[config.mk]
export PLATFORM = sky130hd
export DESIGN_NAME = sid_waveform_mux
export DESIGN_NICKNAME = d
export VERILOG_FILES = /design/src/rtl/sid_waveform_mux.sv
export SDC_FILE = /design/constraint.sdc
export NUM_CORES = 1
export LEC_CHECK = 0
export CAP_MARGIN = 20
export CORE_MARGIN = 2
export CORE_UTILIZATION = 55
export DETAILED_ROUTE_END_ITERATION = 8
export PLACE_DENSITY = 0.85
export SYNTH_ARGS = -nofsm -noshare
export SYNTH_HDL_FRONTEND = slang
export SYNTH_SLANG_ARGS = --single-unit
[constraint.sdc]
create_clock -name clk -period 8.15 [get_ports clk]
set_input_delay 2.445 -clock clk [delete_from_list [all_inputs] [get_ports clk]]
set_output_delay 2.445 -clock clk [all_outputs]
set_load 0.02 [all_outputs]
[src/rtl/sid_waveform_mux.sv]
// Time-multiplexed SID waveform generator: one adder, comparator and LFSR step shared by VOICES voices.
// A CALC pass computes every oscillator sum, then a COMMIT pass updates per-voice state in order.
package sid;
  typedef enum logic {MOS6581 = 1'b0, MOS8580 = 1'b1} model_e;
endpackage

module sid_waveform_mux #(
  parameter int unsigned VOICES         = 3,
  parameter int unsigned ACC_W          = 24,
  parameter int unsigned FREQ_W         = 16,
  parameter int unsigned PW_W           = 12,
  parameter int unsigned OUT_W          = 12,
  parameter logic [13:0] NOISE_TTL_6581 = 14'd33,
  parameter logic [13:0] NOISE_TTL_8580 = 14'd9765
) (
  input  logic                      clk,
  input  logic                      res_n,
  input  logic                      tick_ms,
  input  sid::model_e               model,
  input  logic                      start,
  input  logic [VOICES*FREQ_W-1:0]  freq,
  input  logic [VOICES*PW_W-1:0]    pw,
  input  logic [VOICES*8-1:0]       ctrl,
  output logic                      busy,
  output logic                      done,
  output logic                      overrun,
  output logic [VOICES*4-1:0]       selector,
  output logic [VOICES*OUT_W-1:0]   saw_tri,
  output logic [VOICES-1:0]         pulse,
  output logic [VOICES*8-1:0]       noise
);
  localparam int unsigned VW     = (VOICES > 1) ? $clog2(VOICES) : 1;
  localparam logic [VW-1:0] LAST_V = VW'(VOICES - 1);
  localparam logic [22:0] TAP_MASK = 23'h144A25;
  localparam int unsigned C_SYNC = 1, C_RING = 2, C_TEST = 3, C_SAW = 5;
  localparam int unsigned C_TRI = 4, C_PULSE = 6, C_NOISE = 7;

  function automatic logic [ACC_W-1:0] osc_init();
    logic [ACC_W-1:0] r;
    for (int unsigned i = 0; i < ACC_W; i++) r[i] = (i % 2 == 0);
    return r;
  endfunction
  localparam logic [ACC_W-1:0] OSC_INIT = osc_init();

  typedef enum logic [1:0] {S_IDLE, S_CALC, S_COMMIT, S_DONE} state_e;

  state_e            r_state;
  logic [VW-1:0]     r_v;
  logic              r_busy, r_done, r_overrun;
  logic [ACC_W-1:0]  r_osc      [VOICES];
  logic [ACC_W-1:0]  r_osc_next [VOICES];
  logic [22:0]       r_lfsr     [VOICES];
  logic [13:0]       r_age      [VOICES];
  logic [OUT_W-1:0]  r_saw_tri  [VOICES];
  logic [3:0]        r_sel      [VOICES];
  logic [VOICES-1:0] r_msb_next, r_msb_prev, r_msb_snap, r_tri_xor, r_pulse;
  logic [VOICES-1:0] r_bit_prev, r_nres_prev, r_nclk_prev;

  logic [VW-1:0]     w_s, w_t;
  logic [ACC_W-1:0]  w_sum, w_osc_new;
  logic [OUT_W-1:0]  w_top, w_saw_tri;
  logic [22:0]       w_lfsr_new;
  logic [13:0]       w_age_new, w_ttl;
  logic              w_synced_s, w_msb_i, w_sync_res, w_tri_new, w_tx, w_pulse_new;
  logic              w_nres, w_obit, w_nclk, w_combined;

  // Sync chain reads r_msb_snap, the pre-cycle msb_prev, so voices committed
  // earlier in the pass do not leak their new msb_prev into later voices.
  always_comb begin
    w_s = (r_v == '0) ? LAST_V : r_v - 1'b1;
    w_t = (w_s == '0) ? LAST_V : w_s - 1'b1;
    w_sum = r_osc[r_v] + ACC_W'(freq[r_v*FREQ_W +: FREQ_W]);

    w_synced_s = ctrl[w_s*8 + C_TEST]
               | (ctrl[w_s*8 + C_SYNC] & ~r_msb_snap[w_s] & r_msb_next[w_t]);
    w_msb_i    = r_msb_next[w_s] & ~w_synced_s;
    w_sync_res = ctrl[r_v*8 + C_TEST]
               | (ctrl[r_v*8 + C_SYNC] & ~r_msb_snap[r_v] & w_msb_i);
    w_osc_new  = w_sync_res ? '0 : r_osc_next[r_v];
    w_tri_new  = ~ctrl[r_v*8 + C_SAW]
               & ((ctrl[r_v*8 + C_RING] & ~w_msb_i) ^ (r_msb_next[r_v] & ~w_sync_res));
    w_pulse_new = (r_osc[r_v][ACC_W-1 -: PW_W] >= pw[r_v*PW_W +: PW_W]) | ctrl[r_v*8 + C_TEST];

    // 8580 shapes from pre-commit state, which delays its output by one SID cycle.
    w_top = (model == sid::MOS8580) ? r_osc[r_v][ACC_W-1 -: OUT_W] : w_osc_new[ACC_W-1 -: OUT_W];
    w_tx  = (model == sid::MOS8580) ? r_tri_xor[r_v] : w_tri_new;
    w_saw_tri = {w_top[OUT_W-1], w_top[OUT_W-2:0] ^ {(OUT_W-1){w_tx}}};

    w_nres = ctrl[r_v*8 + C_TEST];
    w_obit = r_osc[r_v][ACC_W-5];
    w_nclk = ~(w_nres | (~r_bit_prev[r_v] & w_obit));
    w_ttl  = (model == sid::MOS8580) ? NOISE_TTL_8580 : NOISE_TTL_6581;
    w_combined = ctrl[r_v*8 + C_NOISE]
               & (ctrl[r_v*8 + C_PULSE] | ctrl[r_v*8 + C_SAW] | ctrl[r_v*8 + C_TRI]);
    w_lfsr_new = r_lfsr[r_v];
    w_age_new  = r_age[r_v];
    if (!w_nclk) begin
      if (r_age[r_v] == w_ttl) w_lfsr_new = '1;
      else                     w_age_new  = r_age[r_v] + 14'(tick_ms);
    end else begin
      w_age_new = '0;
      if (!r_nclk_prev[r_v])
        w_lfsr_new = {r_lfsr[r_v][21:0], (r_nres_prev[r_v] | r_lfsr[r_v][22]) ^ r_lfsr[r_v][17]};
      else if (w_combined)
        w_lfsr_new = r_lfsr[r_v] & ~TAP_MASK;
    end
  end

  always_ff @(posedge clk) begin
    if (!res_n) begin
      r_state <= S_IDLE;
      r_v <= '0;
      r_busy <= 1'b0;
      r_done <= 1'b0;
      r_overrun <= 1'b0;
      for (int unsigned i = 0; i < VOICES; i++) begin
        r_osc[i]      <= OSC_INIT;
        r_osc_next[i] <= '0;
        r_lfsr[i]     <= '1;
        r_age[i]      <= '0;
        r_saw_tri[i]  <= '0;
        r_sel[i]      <= '0;
      end
      r_msb_next  <= '0;
      r_msb_prev  <= '0;
      r_msb_snap  <= '0;
      r_tri_xor   <= '0;
      r_pulse     <= '0;
      r_bit_prev  <= '0;
      r_nres_prev <= '0;
      r_nclk_prev <= '1;
    end else begin
      if (start && r_state != S_IDLE) r_overrun <= 1'b1;
      case (r_state)
        S_IDLE: if (start) begin
          r_state <= S_CALC;
          r_v <= '0;
          r_busy <= 1'b1;
          r_msb_snap <= r_msb_prev;
        end
        S_CALC: begin
          r_osc_next[r_v] <= w_sum;
          r_msb_next[r_v] <= w_sum[ACC_W-1];
          if (r_v == LAST_V) begin
            r_v <= '0;
            r_state <= S_COMMIT;
          end else r_v <= r_v + 1'b1;
        end
        S_COMMIT: begin
          r_osc[r_v]       <= w_osc_new;
          r_msb_prev[r_v]  <= w_msb_i;
          r_tri_xor[r_v]   <= w_tri_new;
          r_pulse[r_v]     <= w_pulse_new;
          r_saw_tri[r_v]   <= w_saw_tri;
          r_sel[r_v]       <= ctrl[r_v*8 + 4 +: 4];
          r_lfsr[r_v]      <= w_lfsr_new;
          r_age[r_v]       <= w_age_new;
          r_bit_prev[r_v]  <= w_obit;
          r_nres_prev[r_v] <= w_nres;
          r_nclk_prev[r_v] <= w_nclk;
          if (r_v == LAST_V) begin
            r_v <= '0;
            r_state <= S_DONE;
            r_busy <= 1'b0;
            r_done <= 1'b1;
          end else r_v <= r_v + 1'b1;
        end
        default: begin
          r_done <= 1'b0;
          r_state <= S_IDLE;
        end
      endcase
    end
  end

  assign busy    = r_busy;
  assign done    = r_done;
  assign overrun = r_overrun;
  assign pulse   = r_pulse;

  always_comb begin
    selector = '0;
    saw_tri  = '0;
    noise    = '0;
    for (int unsigned i = 0; i < VOICES; i++) begin
      selector[i*4 +: 4]        = r_sel[i];
      saw_tri[i*OUT_W +: OUT_W] = r_saw_tri[i];
      noise[i*8 +: 8] = {r_lfsr[i][20], r_lfsr[i][18], r_lfsr[i][14], r_lfsr[i][11],
                         r_lfsr[i][9],  r_lfsr[i][5],  r_lfsr[i][2],  r_lfsr[i][0]};
    end
  end
endmodule

==> summary.txt, run 1 <==
====================================================================================
Overflow after GRT ....................................................            0
Max Root-Sink Buffers .................................................            3
FP Rows ...............................................................           70
Pwr/cell area ......................................................... 272.4 nW/um^2
Total clock sinks .....................................................          421
Outcome ............................................................... complete, no violations
Prevailing post-synth register cell ................................... sky130_fd_sc_hd__edfxtp_1
Post-synthesis cell type with the largest combined area ............... sky130_fd_sc_hd__edfxtp_1
Effective utilization at floorplan ....................................       55.79%
Cells after synthesis .................................................         1585
CTS tree ..............................................................          yes
Synthesized cell area .................................................  20430 sq um
Count of max-cap constraint violations ................................            0
Startpoint Class ......................................................    input pin
Count of final max-slew check failures ................................            0
Top cells by area, synth .............................................. sky130_fd_sc_hd__edfxtp_1 (57%), sky130_fd_sc_hd__mux4_2 (9.3%), sky130_fd_sc_hd__nand2_1 (3.8%), sky130_fd_sc_hd__dfxtp_1 (3.2%), sky130_fd_sc_hd__nor2_1 (3.2%)
Combined global-route utilization of all metal layers .................       26.55%
Area occupied by multi-input gates ....................................   7266 sq um
Post-CTS setup buffer count ...........................................            0
Tcrit/Tclk final ......................................................       67.17%
Sequential cell area ..................................................  12320 sq um
CTS H-tree depth ......................................................            2
DP Cell Count .........................................................         2147
Library cell used as clock root buffer ................................ sky130_fd_sc_hd__clkbuf_16
Required time of the critical path ....................................      8420 ps
Routed length per instance ............................................     22.91 um
Area of the core ......................................................  36610 sq um
Number of global-route vias before repair .............................       14.10k
Final Non-Filler Cells ................................................         2230
Net count after synthesis .............................................         1739
Final worst clock skew ................................................     27.69 ps
Wire length of the first global-routing pass ..........................     78690 um
Post-route minimum period .............................................      5475 ps
Number of gates resized after CTS .....................................            0
Critical path origin ..................................................     freq[17]
Worst reg2reg startpoint .............................................. r_v[0]$_SDFFE_PN0P_
Class of the tightest hold or removal check ........................... flip-flop to flip-flop
Number of primary I/O pins ............................................          191
Maximum frequency from static timing analysis .........................   0.1827 GHz
Area growth from synthesis to final layout ............................       17.49%
Register area share after synthesis ...................................       60.28%
Worst-path clk slew ...................................................        60 ps
Count of final hold-check violations ..................................            0
Setup violations, final ...............................................            0
DIE HEIGHT ............................................................     196.7 um
First drt pass iteration count ........................................            6
Largest net degree at the start of global routing .....................           48
Yosys Warn Count ......................................................            0
Most common cell in the synthesized netlist ........................... sky130_fd_sc_hd__edfxtp_1
Half-perimeter wire length after placement ............................     31400 um
Share of cells above drive strength 1 .................................       12.60%
Filler cell count .....................................................         2453
Number of nets in the final layout ....................................         1881
Vias after detailed routing ...........................................       13.88k
Share of flip-flops with an asynchronous set or reset after synthesis .           0%
Static Leakage ........................................................     8.264 nW
CTS buffer count ......................................................           43
Worst EP arrival ......................................................      5750 ps
Remaining design rule violation count .................................            0
Final Power ...........................................................   0.006537 W
Critical path type .................................................... input pin to flip-flop
Die boundary width ....................................................     196.7 um
Hold Buf Count CTS ....................................................            0
Worst slew margin .....................................................       26.21%
Hold path startpoint .................................................. r_bit_prev[1]$_SDFFE_PN0P_
Iteration-0 DRC count of the detailed router ..........................         1756
Initial antenna violation count .......................................            2
Number of synthesized flops with an enable pin ........................          388
List of most frequent post-synthesis cells ............................ sky130_fd_sc_hd__edfxtp_1 (388), sky130_fd_sc_hd__nand2_1 (206), sky130_fd_sc_hd__nor2_1 (173), sky130_fd_sc_hd__mux4_2 (84), sky130_fd_sc_hd__clkbuf_1 (69)
Total of buffers placed on input and output ports .....................          187
Worst Tran Pin Value ..................................................      1107 ps
Worst skew pair latency ...............................................       550 ps
Area fraction of the dominant cell type after synthesis ...............       57.04%
Count of distinct cell types in the synthesized netlist ...............           68
Synthesized flop and latch total ......................................          421
Maximum fanout along the worst path ...................................            7
Setup repair after global routing missed its margin ...................           no
Average vias per placed instance ......................................        6.223
Post-Synthesis Mean Instance Area .....................................  12.89 sq um
Routed Wire Length ....................................................     51090 um
Worst vdd rail ir drop ................................................    0.1560 mV
Crit path capture type ................................................    flip-flop
Placer's final routability congestion estimate ........................       0.8669
Post-route antenna net violation count ................................            0
Antenna diode count ...................................................            0
Setup TNS .............................................................         0 ps
Die area ..............................................................  38690 sq um
====================================================================================
-- final timing paths --
kind	depth (start not counted)	slack (ps)	endpoint
min reg2reg	2	460	r_bit_prev[1]$_SDFFE_PN0P_
max reg2reg	13	3410	r_osc_next[1][23]$_SDFFCE_PN0P_
max	13	2680	r_osc_next[1][23]$_SDFFCE_PN0P_
min	2	460	r_bit_prev[1]$_SDFFE_PN0P_
-- cell families after synthesis --
logic type                 count (synthesis)  synth area share, %
AOI/OAI and AO/OA                        184                5.942
muxes                                    147                12.51
and+or+nand+nor                          548                12.14
xor gates and xnor gates                  55                2.358
DFF                                      421                60.28
buffers and inverters                    189                4.220
adders and majority gates                 41                2.548
-- layout make-up --
cell class	count	share of cell area, %
Timing Repair Buffer	218	8.884
Inverter	68	1.079
Sequential cell	421	51.34
Tap cell	468	2.440
Clock buffer	57	4.953
Multi-Input combinational cell	975	30.28
Clock inverter	23	1.027
-- sequential cells by signal, indices dropped and copies added, names as in the netlist, 3 cells and up, named ones only --
register	cells
r_lfsr	92
r_saw_tri	36
pulse	3
r_osc	96
r_tri_xor	3
r_sel	12
r_msb_snap	3
r_age	56
r_bit_prev	3
r_nres_prev	3
r_msb_prev	3
r_msb_next	3
r_osc_next	96
r_nclk_prev	3
-- through the flow --
stage | instance area [sq um] | hold slack (ps) | util [%] | setup WS (ps)
3_3_place_gp | 22510 | 432.7 | 61.49 | 2217
5_1_grt | 24000 | 488.6 | 65.55 | 2530
2_1_floorplan | 20430 | 424.4 | - | 3280
3_5_place_dp | 22510 | 441.7 | 61.49 | 2126
6_report | 24000 | 461.4 | 65.55 | 2675
4_1_cts | 23950 | 455.3 | 65.41 | 2557
-- cells in the final DEF (no fill, tap or decap), drive strengths merged, types with 48 or more instances in the layout --
cell             n
clkbuf          57
mux2i           48
inv             69
nor2           174
and3            49
mux4            85
clkdlybuf4s50  187
edfxtp         388
nand2          216
-- report_power, final --
part	total, W	leakage, nW	internal (W)	switching, W
clock network	0.00201	0.701	0.00119	0.000820
registers	0.00268	3.75	0.00257	0.000105
logic	0.00185	3.81	0.000712	0.00114
-- worst max-delay path, stage by stage --
cell	delay, ps
sky130_fd_sc_hd__clkdlybuf4s50_1	400
sky130_fd_sc_hd__mux2i_1	140
sky130_fd_sc_hd__nor2_1	60
sky130_fd_sc_hd__a21oi_1	390
sky130_fd_sc_hd__inv_1	90
sky130_fd_sc_hd__ha_1	300
sky130_fd_sc_hd__a21o_1	170
sky130_fd_sc_hd__a21oi_1	310
sky130_fd_sc_hd__o31a_1	370
sky130_fd_sc_hd__o211ai_1	270
sky130_fd_sc_hd__nand4_1	180
sky130_fd_sc_hd__xor2_1	500
sky130_fd_sc_hd__nor2_1	110
-- routing by layer --
metal | wire length, um | GRT usage [%] | vias up | share of wire, %
met4 | 2010 | 11.06 | 4 | 3.9
met2 | 25710 | 45.06 | 853 | 50
li1 | - | - | 6040 | -
met3 | 4887 | 4.227 | 152 | 9.6
met5 | 32 | 0 | - | 0.063
met1 | 18450 | 34.37 | 6829 | 36
Power figures use the tool's default switching activity.
==> inputs of run 2 (changes only) <==
--- a/config.mk
+++ b/config.mk
@@ -7,9 +7,9 @@
 export LEC_CHECK = 0
 export CAP_MARGIN = 20
 export CORE_MARGIN = 2
-export CORE_UTILIZATION = 55
+export CORE_UTILIZATION = 52
 export DETAILED_ROUTE_END_ITERATION = 8
-export PLACE_DENSITY = 0.85
+export PLACE_DENSITY = 0.84
 export SYNTH_ARGS = -nofsm -noshare
 export SYNTH_HDL_FRONTEND = slang
 export SYNTH_SLANG_ARGS = --single-unit
==> constraint.sdc (replaced) <==
create_clock -name clk -period 4.74 [get_ports clk]
set_input_delay 1.422 -clock clk [delete_from_list [all_inputs] [get_ports clk]]
set_output_delay 1.422 -clock clk [all_outputs]
set_load 0.02 [all_outputs]
==> summary.txt, run 2 (synthesis results as in run 1) <==
=========================================================================
Placer's final routability congestion estimate .............       0.9326
Count of max-cap constraint violations .....................            0
Part of the total power dissipated in combinational logic ..        29.9%
DIE HEIGHT .................................................     202.2 um
First drt pass iteration count .............................            6
FP Rows ....................................................           72
Max Root-Sink Buffers ......................................            3
Class of the tightest hold or removal check ................ flip-flop to flip-flop
Largest net degree at the start of global routing ..........           67
Share of cells above drive strength 1 ......................       13.82%
Initial antenna violation count ............................            0
Setup TNS ..................................................         0 ps
Routed Wire Length .........................................     52490 um
Routed length per instance .................................     22.77 um
Setup violations, final ....................................            0
Internal Dissipation .......................................   0.007552 W
Die area ...................................................  40880 sq um
Overflow after GRT .........................................            0
Relative contribution of the clock network to total power ..        28.9%
Crit path capture type .....................................    flip-flop
Sequential fraction of design power ........................        41.2%
Outcome .................................................... complete, no violations
Wire length of the first global-routing pass ...............     80030 um
Tcrit/Tclk final ...........................................       87.49%
CTS tree ...................................................          yes
Final worst clock skew .....................................     15.35 ps
Area growth from synthesis to final layout .................       18.57%
Worst skew pair latency ....................................       550 ps
Flop-to-flop setup slack ...................................       780 ps
Static Leakage .............................................     8.374 nW
Post-route minimum period ..................................      4147 ps
Count of final hold-check violations .......................            0
Count of final max-slew check failures .....................            0
Final Power ................................................    0.01106 W
Antenna diode count ........................................            0
Iteration-0 DRC count of the detailed router ...............         1512
Most common cell after layout, fill and taps aside ......... sky130_fd_sc_hd__edfxtp_1
Required time of the critical path .........................      5000 ps
Post-CTS setup buffer count ................................            0
Effective utilization at floorplan .........................       52.73%
Worst slew margin ..........................................       26.68%
Library cell used as clock root buffer ..................... sky130_fd_sc_hd__clkbuf_16
Number of nets in the final layout .........................         1912
CTS buffer count ...........................................           42
Maximum frequency from static timing analysis ..............   0.2412 GHz
Worst vdd rail ir drop .....................................    0.2649 mV
Maximum fanout along the worst path ........................            5
Worst-path clk slew ........................................        60 ps
Critical path type ......................................... input pin to flip-flop
Largest regs ............................................... r_osc (96), r_osc_next (96), r_lfsr (92)
Post-route antenna net violation count .....................            0
Die boundary width .........................................     202.2 um
Number of global-route vias before repair ..................       14.23k
Number of primary I/O pins .................................          191
Setup repair after global routing missed its margin ........           no
Combined global-route utilization of all metal layers ......       25.57%
Fraction of power spent switching nets .....................       31.75%
Most used cells in the layout excluding fill and tap cells . sky130_fd_sc_hd__edfxtp_1 (388), sky130_fd_sc_hd__nand2_1 (206), sky130_fd_sc_hd__clkdlybuf4s50_1 (187)
Startpoint Class ...........................................    input pin
Area of the core ...........................................  38740 sq um
Worst Tran Pin Value .......................................      1097 ps
Half-perimeter wire length after placement .................     33800 um
Vias after detailed routing ................................       13.91k
Number of gates resized after CTS ..........................            0
Switching component of the power ...........................   0.003512 W
CTS H-tree depth ...........................................            2
Hold Buf Count CTS .........................................            0
Remaining design rule violation count ......................            0
Average vias per placed instance ...........................        6.034
Total clock sinks ..........................................          421
Pwr/cell area .............................................. 456.8 nW/um^2
Total of buffers placed on input and output ports ..........          187
Worst EP arrival ...........................................      4410 ps
=========================================================================
[run 2: area by class of cell]
class                   instances  area (sq um)
repair buffers                250          2432
well taps                     518         648.1
clock inverters                16         100.1
multi-input cells             975          7266
clock buffers                  57          1192
inverters                      68         259.0
flip-flops and latches        421         12320
fillers                      2741         14520
[run 2: per-layer routing]
| metal | routed length (um) | vias up | track usage, % |
|---|---|---|---|
| met5 | 0 | - | 0 |
| met2 | 26680 | 778 | 44.64 |
| met1 | 19160 | 6889 | 31.64 |
| met4 | 2127 | 0 | 10.82 |
| li1 | - | 6086 | - |
| met3 | 4524 | 155 | 4.289 |
[run 2: power by group through the flow]
stage,clock network (W),registers (W),logic [W]
after floorplan,0,0.00462,0.00223
after global placement,0,0.00461,0.00314
after detailed placement,0,0.00464,0.00323
after CTS,0.00320,0.00456,0.00328
after global routing,0.00333,0.00458,0.00358
final,0.00320,0.00456,0.00331
[run 2: per-stage QoR]
step	worst slack, ps	hold slack [ps]	std cells	cell area (sq um)	utilization [%]
final	593.2	459.7	2305	24220	62.52
after global routing	414.5	482.6	2305	24220	62.52
after CTS	663.4	459.2	2305	24220	62.52
after detailed placement	139.1	445.5	2232	22930	59.18
after global placement	171.9	432.9	2232	22930	59.18
after floorplan	161.4	424.4	1585	20430	-
[run 2: final timing paths]
kind	startpoint	end	depth (start not counted)
setup / recovery	freq[1]	r_osc_next[1][11]$_SDFFCE_PN0P_	13
hold reg to reg	r_nres_prev[0]$_SDFFE_PN0P_	r_nres_prev[0]$_SDFFE_PN0P_	2
setup reg to reg	r_v[0]$_SDFFE_PN0P_	r_saw_tri[1][3]$_SDFFCE_PN0P_	9
hold / removal	r_nres_prev[0]$_SDFFE_PN0P_	r_nres_prev[0]$_SDFFE_PN0P_	2
[run 2: critical path, cell delays in order]
cell,delay [ps]
sky130_fd_sc_hd__clkdlybuf4s50_1,440
sky130_fd_sc_hd__mux2i_1,170
sky130_fd_sc_hd__nor2_1,60
sky130_fd_sc_hd__a21oi_1,290
sky130_fd_sc_hd__inv_1,90
sky130_fd_sc_hd__ha_1,290
sky130_fd_sc_hd__a21o_1,180
sky130_fd_sc_hd__a21oi_1,250
sky130_fd_sc_hd__o31a_1,330
sky130_fd_sc_hd__o21ai_0,180
sky130_fd_sc_hd__a2111o_1,430
sky130_fd_sc_hd__nand3_1,180
sky130_fd_sc_hd__nor2_1,80
==> inputs of run 3 (changes only) <==
--- a/config.mk
+++ b/config.mk
@@ -8,6 +8,7 @@
 export CAP_MARGIN = 20
 export CORE_MARGIN = 2
 export CORE_UTILIZATION = 52
+export CTS_CLUSTER_SIZE = 10
 export DETAILED_ROUTE_END_ITERATION = 8
 export PLACE_DENSITY = 0.84
 export SYNTH_ARGS = -nofsm -noshare
==> summary.txt, run 3 (synthesis results as in run 1) <==
=========================================================================
Combined buffer and inverter count along the critical path .            2
Count of final hold-check violations .......................            0
Number of gates resized after CTS ..........................            0
Max stage delay cell, worst path ........................... sky130_fd_sc_hd__clkdlybuf4s50_1
Wire length of the first global-routing pass ...............     79920 um
Total of buffers placed on input and output ports ..........          187
CTS tree ...................................................          yes
Half-perimeter wire length after placement .................     33800 um
Worst slew margin ..........................................       23.59%
Iteration-0 DRC count of the detailed router ...............         1429
Post-CTS setup buffer count ................................            0
Most common cell after layout, fill and taps aside ......... sky130_fd_sc_hd__edfxtp_1
Final worst clock skew .....................................     18.77 ps
Area growth from synthesis to final layout .................       18.89%
Number of primary I/O pins .................................          191
Post-route minimum period ..................................      4101 ps
Worst vdd rail ir drop .....................................    0.2643 mV
Most used cells in the layout excluding fill and tap cells . sky130_fd_sc_hd__edfxtp_1 (388), sky130_fd_sc_hd__nand2_1 (206), sky130_fd_sc_hd__clkdlybuf4s50_1 (187)
Worst skew pair latency ....................................       560 ps
Count of max-cap constraint violations .....................            0
Class of the tightest hold or removal check ................ flip-flop to flip-flop
FP Rows ....................................................           72
Crit path capture type .....................................    flip-flop
CTS buffer count ...........................................           48
Number of nets in the final layout .........................         1918
Number of global-route vias before repair ..................       14.21k
Antenna diode count ........................................            0
Worst-path clk slew ........................................        60 ps
CTS H-tree depth ...........................................            2
Setup violations, final ....................................            0
Remaining design rule violation count ......................            0
Final Power ................................................    0.01119 W
Routed Wire Length .........................................     52200 um
Setup repair after global routing missed its margin ........           no
Library cell used as clock root buffer ..................... sky130_fd_sc_hd__clkbuf_16
Largest net degree at the start of global routing ..........           67
Slack of the critical path .................................     639.3 ps
Overflow after GRT .........................................            0
Filler cell count ..........................................         2754
Required time of the critical path .........................      5040 ps
Placer's final routability congestion estimate .............       0.9326
Setup TNS ..................................................         0 ps
Static Leakage .............................................     8.395 nW
Sequence of cells on the critical path ..................... clkdlybuf4s50_1 > mux2i_1 > nor2_1 > a21oi_1 > buf_4 > fa_1 > nor2b_1 > o21a_1 > o21a_1 > o211ai_1 > a21oi_1 > nand2_1 > mux2_2
Effective utilization at floorplan .........................       52.73%
WHS ........................................................     455.7 ps
Outcome .................................................... complete, no violations
Combined global-route utilization of all metal layers ......       25.54%
Count of final max-slew check failures .....................            0
Die area ...................................................  40880 sq um
Total clock sinks ..........................................          421
Tcrit/Tclk final ...........................................       86.51%
Largest regs ............................................... r_osc (96), r_osc_next (96), r_lfsr (92)
Die boundary width .........................................     202.2 um
First drt pass iteration count .............................            6
Pwr/cell area .............................................. 461.0 nW/um^2
Startpoint Class ...........................................    input pin
Share of cells above drive strength 1 ......................       13.65%
Longest individual stage delay on the worst path ...........       500 ps
Area of the core ...........................................  38740 sq um
Vias after detailed routing ................................       13.93k
DIE HEIGHT .................................................     202.2 um
Routed length per instance .................................     22.63 um
Hold Buf Count CTS .........................................            0
Placement-stage worst setup slack ..........................     139.1 ps
Post-route antenna net violation count .....................            0
Worst EP arrival ...........................................      4400 ps
Average vias per placed instance ...........................        6.042
Max Root-Sink Buffers ......................................            3
Critical path type ......................................... input pin to flip-flop
Worst Tran Pin Value .......................................      1143 ps
Maximum frequency from static timing analysis ..............   0.2439 GHz
CP delay by family, top .................................... compound AO/OA/AOI/OAI gates
Maximum fanout along the worst path ........................            4
Initial antenna violation count ............................            0
=========================================================================
-- run 3: routing by layer --
metal	vias up	global-route usage (%)	share of wire, %
met5	-	0	0
met1	6863	31.86	36
met2	833	44.72	51
met4	0	10.48	3.5
li1	6096	-	-
met3	140	3.918	8.8
-- run 3: worst paths after layout --
kind,to,startpoint,slack [ps],depth (start not counted)
setup / recovery,r_osc_next[2][20]$_SDFFCE_PN0P_,freq[1],640,13
hold / removal,r_nres_prev[0]$_SDFFE_PN0P_,r_nres_prev[0]$_SDFFE_PN0P_,460,2
setup reg to reg,r_saw_tri[1][2]$_SDFFCE_PN0P_,r_v[0]$_SDFFE_PN0P_,780,10
hold reg to reg,r_nres_prev[0]$_SDFFE_PN0P_,r_nres_prev[0]$_SDFFE_PN0P_,460,2
-- run 3: final cells by class --
type | count | area [sq um] | share of cell area (%)
Sequential cell | 421 | 12320 | 50.74
Inverter | 68 | 259.0 | 1.067
Multi-Input combinational cell | 975 | 7266 | 29.92
Clock buffer | 70 | 1305 | 5.374
Tap cell | 518 | 648.1 | 2.669
Timing Repair Buffer | 250 | 2432 | 10.02
Clock inverter | 4 | 52.55 | 0.2164
-- run 3: power by group --
group / switching (W) / total (W) / internal (W) / leakage [nW]
sequential: 0.000138 / 0.00456 / 0.00442 / 3.75
combinational: 0.00199 / 0.00331 / 0.00132 / 3.98
clock: 0.00139 / 0.00332 / 0.00194 / 0.656
-- run 3: worst reg2reg max path: stages, from the launching register on --
cell	delay [ps]
sky130_fd_sc_hd__dfxtp_2	490
sky130_fd_sc_hd__buf_4	330
sky130_fd_sc_hd__ha_1	250
sky130_fd_sc_hd__mux2_2	350
sky130_fd_sc_hd__a311o_1	350
sky130_fd_sc_hd__a31oi_1	490
sky130_fd_sc_hd__nor2b_1	140
sky130_fd_sc_hd__a21oi_2	800
sky130_fd_sc_hd__xnor2_1	260
sky130_fd_sc_hd__buf_4	180
sky130_fd_sc_hd__a21oi_1	70
-- run 3: metrics by stage --
stage | util (%) | cell area, sq um | instances
after CTS | 62.69 | 24280 | 2306
final | 62.69 | 24280 | 2306
after global placement | 59.18 | 22930 | 2232
after detailed placement | 59.18 | 22930 | 2232
after floorplan | - | 20430 | 1585
after global routing | 62.69 | 24280 | 2306
